File: src/rtl/powlib_modcntr.sv
// Bounded up/down modulo counter with load, clear, wrap or saturate at [LO, HI].
// Emits a one-cycle terminal-count pulse each time an advance crosses a bound.
module powlib_modcntr #(
    parameter int W    = 8,
    parameter int INIT = 0,
    parameter int LO   = 0,
    parameter int HI   = (1 << W) - 1,
    parameter bit SAT  = 1'b0,
    parameter bit ELD  = 1'b1
) (
    input  logic         clk,
    input  logic         rst,
    input  logic         adv,
    input  logic         dir,
    input  logic [W-1:0] step,
    input  logic         ld,
    input  logic [W-1:0] nval,
    input  logic         clr,
    output logic [W-1:0] cntr,
    output logic         tc,
    output logic         atmax,
    output logic         atmin
);

    if (!(W >= 2 && LO < HI && LO <= INIT && INIT <= HI)) begin : g_bad_params
        $fatal(1, "powlib_modcntr: need W >= 2, LO < HI and LO <= INIT <= HI");
    end

    localparam logic [W:0]   LO_X   = (W+1)'(LO);
    localparam logic [W:0]   HI_X   = (W+1)'(HI);
    localparam logic [W-1:0] LO_V   = W'(LO);
    localparam logic [W-1:0] HI_V   = W'(HI);
    localparam logic [W-1:0] INIT_V = W'(INIT);

    logic [W-1:0] cntr_q, cntr_d;
    logic         tc_q, tc_d;
    logic [W:0]   sum, diff;

    // One extra bit so an up-step past 2**W-1 is seen as an overflow, not an alias.
    assign sum  = {1'b0, cntr_q} + {1'b0, step};
    assign diff = {1'b0, cntr_q} - {1'b0, step};

    always_comb begin
        cntr_d = cntr_q;
        tc_d   = 1'b0;
        if (clr) begin
            cntr_d = INIT_V;
        end else if (ELD && ld) begin
            cntr_d = nval;
        end else if (adv && step != '0) begin
            if (!dir) begin
                if (sum <= HI_X) begin
                    cntr_d = sum[W-1:0];
                end else begin
                    cntr_d = SAT ? HI_V : LO_V;
                    tc_d   = 1'b1;
                end
            end else begin
                // diff is only meaningful once cntr >= step rules out the borrow.
                if (cntr_q >= step && diff >= LO_X) begin
                    cntr_d = diff[W-1:0];
                end else begin
                    cntr_d = SAT ? LO_V : HI_V;
                    tc_d   = 1'b1;
                end
            end
        end
    end

    always_ff @(posedge clk) begin
        if (rst) begin
            cntr_q <= INIT_V;
            tc_q   <= 1'b0;
        end else begin
            cntr_q <= cntr_d;
            tc_q   <= tc_d;
        end
    end

    assign cntr  = cntr_q;
    assign tc    = tc_q;
    assign atmax = (cntr_q == HI_V);
    assign atmin = (cntr_q == LO_V);

endmodule

File: config.mk
export PLATFORM = sky130hd
export DESIGN_NAME = powlib_modcntr
export DESIGN_NICKNAME = d
export VERILOG_FILES = /design/src/rtl/powlib_modcntr.sv
export SDC_FILE = /design/constraint.sdc
export NUM_CORES = 1
export LEC_CHECK = 0
export CORE_MARGIN = 2
export CORE_UTILIZATION = 53
export CTS_CLUSTER_SIZE = 12
export DETAILED_ROUTE_END_ITERATION = 10
export GPL_TIMING_DRIVEN = 0
export PLACE_DENSITY = 0.89
export SLEW_MARGIN = 20
export SYNTH_ARGS = -nofsm -noshare
export SYNTH_HDL_FRONTEND = slang
export SYNTH_SLANG_ARGS = --single-unit
File: constraint.sdc
create_clock -name clk -period 5.7 [get_ports clk]
set_clock_uncertainty 0.05 [all_clocks]
set_input_delay 1.14 -clock clk [delete_from_list [all_inputs] [get_ports clk]]
set_output_delay 1.14 -clock clk [all_outputs]
set_load 0.03 [all_outputs]
==> impl_metrics.tcl, run 1 <==
set metrics [dict create \
    drtIter0Drc 47 \
    multi_input_area_um2 1030 \
    whs_endpoint "cntr[4]" \
    drt-pass1-iter-count 4 \
    die_w_um 54.0 \
    max-vdd-ir-drop_mv 0.171 \
    synth_cells 170 \
    highest_layer "met4" \
    instances_no_fill 235 \
    path_class "in2reg" \
    htreeDepth 1 \
    leakage_nw 0.707 \
    drt_wl_total_um 3790 \
    final_nets 246 \
    setup_viol 0 \
    die_area_um2 2920 \
    met3_length_um 227 \
    start_kind "input port" \
    drc 0 \
    layout_common_cells "clkdlybuf4s50_1 (31), inv_1 (17), ha_1 (16)" \
    worstRegToRegCells 8 \
    synth-seq-cells 9 \
    synth_area_um2 1330 \
    synth_edf_count 0 \
    seqCellArea_um2 180 \
    syn_avg_cell_area_um2 7.81 \
    cts_sinks 9 \
    fmax_mhz 290 \
    path_cells "clkdlybuf4s50_1 -> inv_1 -> ha_1 -> nand2b_1 -> a21oi_2 -> o41ai_4 -> a211oi_2 -> nand4b_1 -> and3_1" \
    n_fill_cell 207 \
    ios 33 \
    path_max_fanout 6 \
    slowest_delay_ns 0.64 \
    yosys.cell_types.count 50 \
    power_mw 0.259 \
    area_growth_pct 28.2 \
    grt_pass1_vias 1391 \
    synth_ff_type "dfxtp_1" \
    synth.area.top_cells "ha_1 (15%), dfxtp_1 (14%), inv_1 (4.8%)" \
    slew_viol_final 0 \
    drv_cap 0 \
    drive_above_1_share_pct 10.7 \
    r2r_slack_ns 3.29 \
    post_cts_buffers 0 \
    r2r-start "cntr[3]" \
    hold_violations 0 \
    antenna_found_initial 0 \
    post_cts_resized 0 \
    portBuffers 31 \
    num_rows 18 \
    slew_headroom_pct 64.4 \
    antenna_left 0 \
    chipHeight_um 54.0 \
    place_hpwl_um 3070 \
    grt_pass1_wl_um 6060 \
    yosysWarningCount 0 \
    final_common_cell "clkdlybuf4s50_1" \
    seq_area_frac_synth_pct 13.6 \
    dp.cells 231 \
    clockBufferDepth 2 \
    finalCritPeriodShare_pct 60.5 \
    start_util_pct 54.6 \
    p_per_area_nw_per_um2 152 \
    dr_wl_met2_um 1950 \
    cp_data_arrival_time_ns 3.56 \
    outcome "complete, no violations" \
    crit_required_ns 5.82 \
    cts_hold_buffers 0 \
    num_antenna_cells 0 \
    gp_congestion 0.953 \
    final.setup.tns_ns 0 \
    routedWlPerCell_um 16.1 \
    yosysTopAreaCell "ha_1" \
    grt_max_degree 11 \
    syn_nets 210 \
    grtUsageTotal_pct 28.1 \
    holdCritPathClass "reg2reg" \
    min_path_cells 3 \
    clk_latency_ns 0.27 \
    clkTransAtPathRegs_ns 0.06 \
    grt_remaining_overflow 0 \
    vias 1439 \
    hold_start "cntr[4]" \
    tightest_slew_ns 0.530 \
    period_minus_slack_ns 3.45 \
    reg2reg_to "cntr[4]" \
    cts_buffers 3 \
    fin_hold_ws_ns 0.722 \
    synthArstFlopShare_pct 0 \
    via_per_inst 6.12 \
    end_kind "flop" \
    netlist.area_leader.share_pct 15.1 \
    tritoncts "yes" \
    root_buffer "clkbuf_4" \
    core_um2 2430 \
    crit_path_top_delay_cell "clkdlybuf4s50_1" \
    grt_setup_unrepaired "no" \
    wl_met1_um 1570 \
    post-route-util_pct 70.0 \
]
-- layout make-up --
| type | instances | share of cell area (%) |
|---|---|---|
| plain buffers | 9 | 2.79 |
| clock buffers | 4 | 1.54 |
| inverters | 19 | 4.19 |
| multi-input cells | 133 | 60.4 |
| flip-flops and latches | 9 | 10.6 |
| well taps | 30 | 2.21 |
| repair buffers | 31 | 18.2 |
-- stage by stage --
stage | setup slack, ns | cell area [um^2]
floorplan | 2.76 | 1330
global placement | 2.01 | 1680
detailed placement | 1.95 | 1680
CTS | 2.23 | 1700
global route | 2.12 | 1700
finish | 2.25 | 1700
-- state kept, by name, indices dropped and copies added (netlist names) --
| register | flops |
|---|---|
| cntr | 8 |
| tc | 1 |
-- how the worst max path moves through the flow --
stage | from | endpoint | slack (ns)
global placement | step[1] | cntr[4] | 2.01
finish | step[1] | cntr[4] | 2.25
global route | step[1] | cntr[4] | 2.12
floorplan | step[0] | cntr[4] | 2.76
CTS | step[1] | cntr[4] | 2.23
detailed placement | step[1] | cntr[4] | 1.95
-- cells by family after synthesis --
group	after synthesis	synth area share, %
buf+inv	28	8.95
flops	9	13.6
simple gates	54	21.2
compound gates	56	34.8
mux	1	0.754
fa+ha+maj	18	18.1
xor+xnor	4	2.64
-- power by group --
part | switching, mW | total (mW) | internal (mW) | leakage, nW
Combinational | 0.0734 | 0.134 | 0.0601 | 0.618
Clock | 0.0249 | 0.0521 | 0.0272 | 0.0150
Sequential | 0.00653 | 0.0730 | 0.0665 | 0.0739
-- critical path: cells and delay by family --
family	cells	cell delay [ns]
buf+inv	2	0.72
simple gates	3	0.53
fa+ha+maj	1	0.34
compound gates	3	0.84
-- cells in the mapped netlist, drive strengths merged (3+ instances only) --
library cell,instances
dfxtp,9
clkbuf,3
nand2,10
nand4,4
o311ai,7
nor4,3
inv,19
o31ai,5
o211ai,3
nor3,4
ha,16
a211oi,3
o21ai,7
buf,6
nand2b,9
nor2,14
o21a,3
a221oi,4
xnor2,3
a21oi,12
-- per-layer routing --
layer / GRT usage, % / vias to the layer above
met1: 33.6 / 683
met5: 0 / -
met3: 6.67 / 4
li1: - / 698
met4: 8.33 / 0
met2: 49.6 / 54
Power figures use the tool's default switching activity.
==> run 2: changes to the inputs <==
--- a/config.mk
+++ b/config.mk
@@ -6,11 +6,11 @@
 export NUM_CORES = 1
 export LEC_CHECK = 0
 export CORE_MARGIN = 2
-export CORE_UTILIZATION = 53
+export CORE_UTILIZATION = 45
 export CTS_CLUSTER_SIZE = 12
 export DETAILED_ROUTE_END_ITERATION = 10
 export GPL_TIMING_DRIVEN = 0
-export PLACE_DENSITY = 0.89
+export PLACE_DENSITY = 0.81
 export SLEW_MARGIN = 20
 export SYNTH_ARGS = -nofsm -noshare
 export SYNTH_HDL_FRONTEND = slang
==> constraint.sdc (replaced) <==
create_clock -name clk -period 3 [get_ports clk]
set_clock_uncertainty 0.05 [all_clocks]
set_input_delay 0.6 -clock clk [delete_from_list [all_inputs] [get_ports clk]]
set_output_delay 0.6 -clock clk [all_outputs]
set_load 0.03 [all_outputs]
==> run 2 against run 1 <==
Effect of this change: sequential cell count unchanged; sequential share of layout area shrank 0.054 points; global-route usage fell by 4.8 points; worst hold slack worse by 0.021 ns; routed wire length shrank 4.1%; non-clock buffer count stayed put; first-iteration DRC count is 6.4% higher; count of clock-buffer cells in the layout unchanged; largest cell class unchanged; highest routed layer unchanged.
==> impl_metrics.tcl, run 2 (synthesis gave the netlist of run 1 again) <==
set metrics [dict create \
    die_area_um2 3400 \
    grt_pass1_wl_um 6080 \
    max-vdd-ir-drop_mv 0.288 \
    htreeDepth 1 \
    finalCritPeriodShare_pct 93.8 \
    tightest_slew_ns 0.572 \
    final.setup.tns_ns 0 \
    setup_viol 0 \
    via_per_inst 6.05 \
    finish.instance_area_um2 1710 \
    final_common_cell "clkdlybuf4s50_1" \
    fin_ws_ns 0.187 \
    clk_latency_ns 0.27 \
    crit_family "simple AND/OR/NAND/NOR gates" \
    grt_setup_unrepaired "no" \
    grt_remaining_overflow 0 \
    n_fill_cell 257 \
    power_mw 0.491 \
    fmax_mhz 356 \
    crit_path_top_delay_cell "clkdlybuf4s50_1" \
    num_rows 19 \
    instances_no_fill 236 \
    drc 0 \
    die_w_um 58.3 \
    start_kind "input port" \
    slowest_delay_ns 0.46 \
    final_nets 246 \
    critPathBufInv 1 \
    drv_cap 0 \
    path_max_fanout 3 \
    hold_violations 0 \
    clkTransAtPathRegs_ns 0.06 \
    vias 1427 \
    dp.cells 232 \
    gp_congestion 0.896 \
    post-route-util_pct 61.5 \
    outcome "complete, no violations" \
    place_hpwl_um 2990 \
    root_buffer "clkbuf_4" \
    portBuffers 31 \
    leakage_nw 0.708 \
    drive_above_1_share_pct 10.7 \
    core_um2 2780 \
    cp_data_arrival_time_ns 2.98 \
    drt_wl_total_um 3630 \
    antenna_found_initial 0 \
    post_cts_buffers 0 \
    path_class "in2reg" \
    cts_buffers 3 \
    antenna_left 0 \
    path_cells "clkdlybuf4s50_1 -> ha_1 -> fa_1 -> nor2b_1 -> o21ba_1 -> or3_1 -> a211o_1 -> nand4b_1 -> and3_1" \
    grtUsageTotal_pct 23.3 \
    holdCritPathClass "in2reg" \
    tritoncts "yes" \
    period_minus_slack_ns 2.81 \
    clockBufferDepth 2 \
    slew_viol_final 0 \
    slew_headroom_pct 61.7 \
    grt_max_degree 11 \
    chipHeight_um 58.3 \
    num_antenna_cells 0 \
    area_growth_pct 28.8 \
    p_per_area_nw_per_um2 287 \
    end_kind "flop" \
    ios 33 \
    start_util_pct 47.7 \
    routedWlPerCell_um 15.4 \
    crit_required_ns 3.16 \
    layout_common_cells "clkdlybuf4s50_1 (31), inv_1 (17), ha_1 (16)" \
    cts_sinks 9 \
    drt-pass1-iter-count 4 \
    largest_register_ffs 8 \
    post-place-ws_ns -0.158 \
    grt_pass1_vias 1317 \
    placed_area_um2 1680 \
    drtIter0Drc 50 \
    fin_hold_ws_ns 0.701 \
]
==> run 2: cell types whose count changed in the layout (fill, tap and decap cells not counted) <==
cell | previous run | this run
a211oi_2 | 3 | 2
a211oi_4 | 0 | 1
==> run 2: cell type report <==
type	count	area, um^2	area share (%)
Timing Repair Buffer	31	310	18.1
Multi-Input combinational cell	133	1040	60.6
Inverter	19	71.3	4.17
Tap cell	31	38.8	2.27
Clock buffer	4	26.3	1.54
Buffer	9	47.5	2.78
Sequential cell	9	180	10.5
==> run 2: final timing paths <==
kind	from	endpoint	slack (ns)	cells after the start
max	step[0]	cntr[4]	0.19	9
min	dir	cntr[5]	0.70	3
max reg2reg	cntr[0]	cntr[4]	0.65	8
min reg2reg	cntr[4]	cntr[4]	0.71	3
==> run 2: repair_timing <==
| action | 4_1_cts | 5_1_grt |
|---|---|---|
| resized for setup | 0 | 1 |
| setup endpoints to repair | 0 | 2 |
| hold buffers | 0 | 0 |
==> run 2: layer usage <==
metal	vias up	GRT usage [%]	share of wire (%)
met5	-	0	0
met4	0	5.65	1.3
met3	6	5.49	6.7
met2	49	39.6	49
met1	666	29.8	43
li1	706	-	-
==> run 2: worst min-delay path, stage by stage <==
cell	delay, ns
buf_2	0.17
a21boi_1	0.14
a21oi_1	0.07
==> run 2: power by group <==
part	switching [mW]	internal (mW)
registers	0.0122	0.126
logic	0.139	0.115
clock network	0.0473	0.0515
total	0.198	0.293
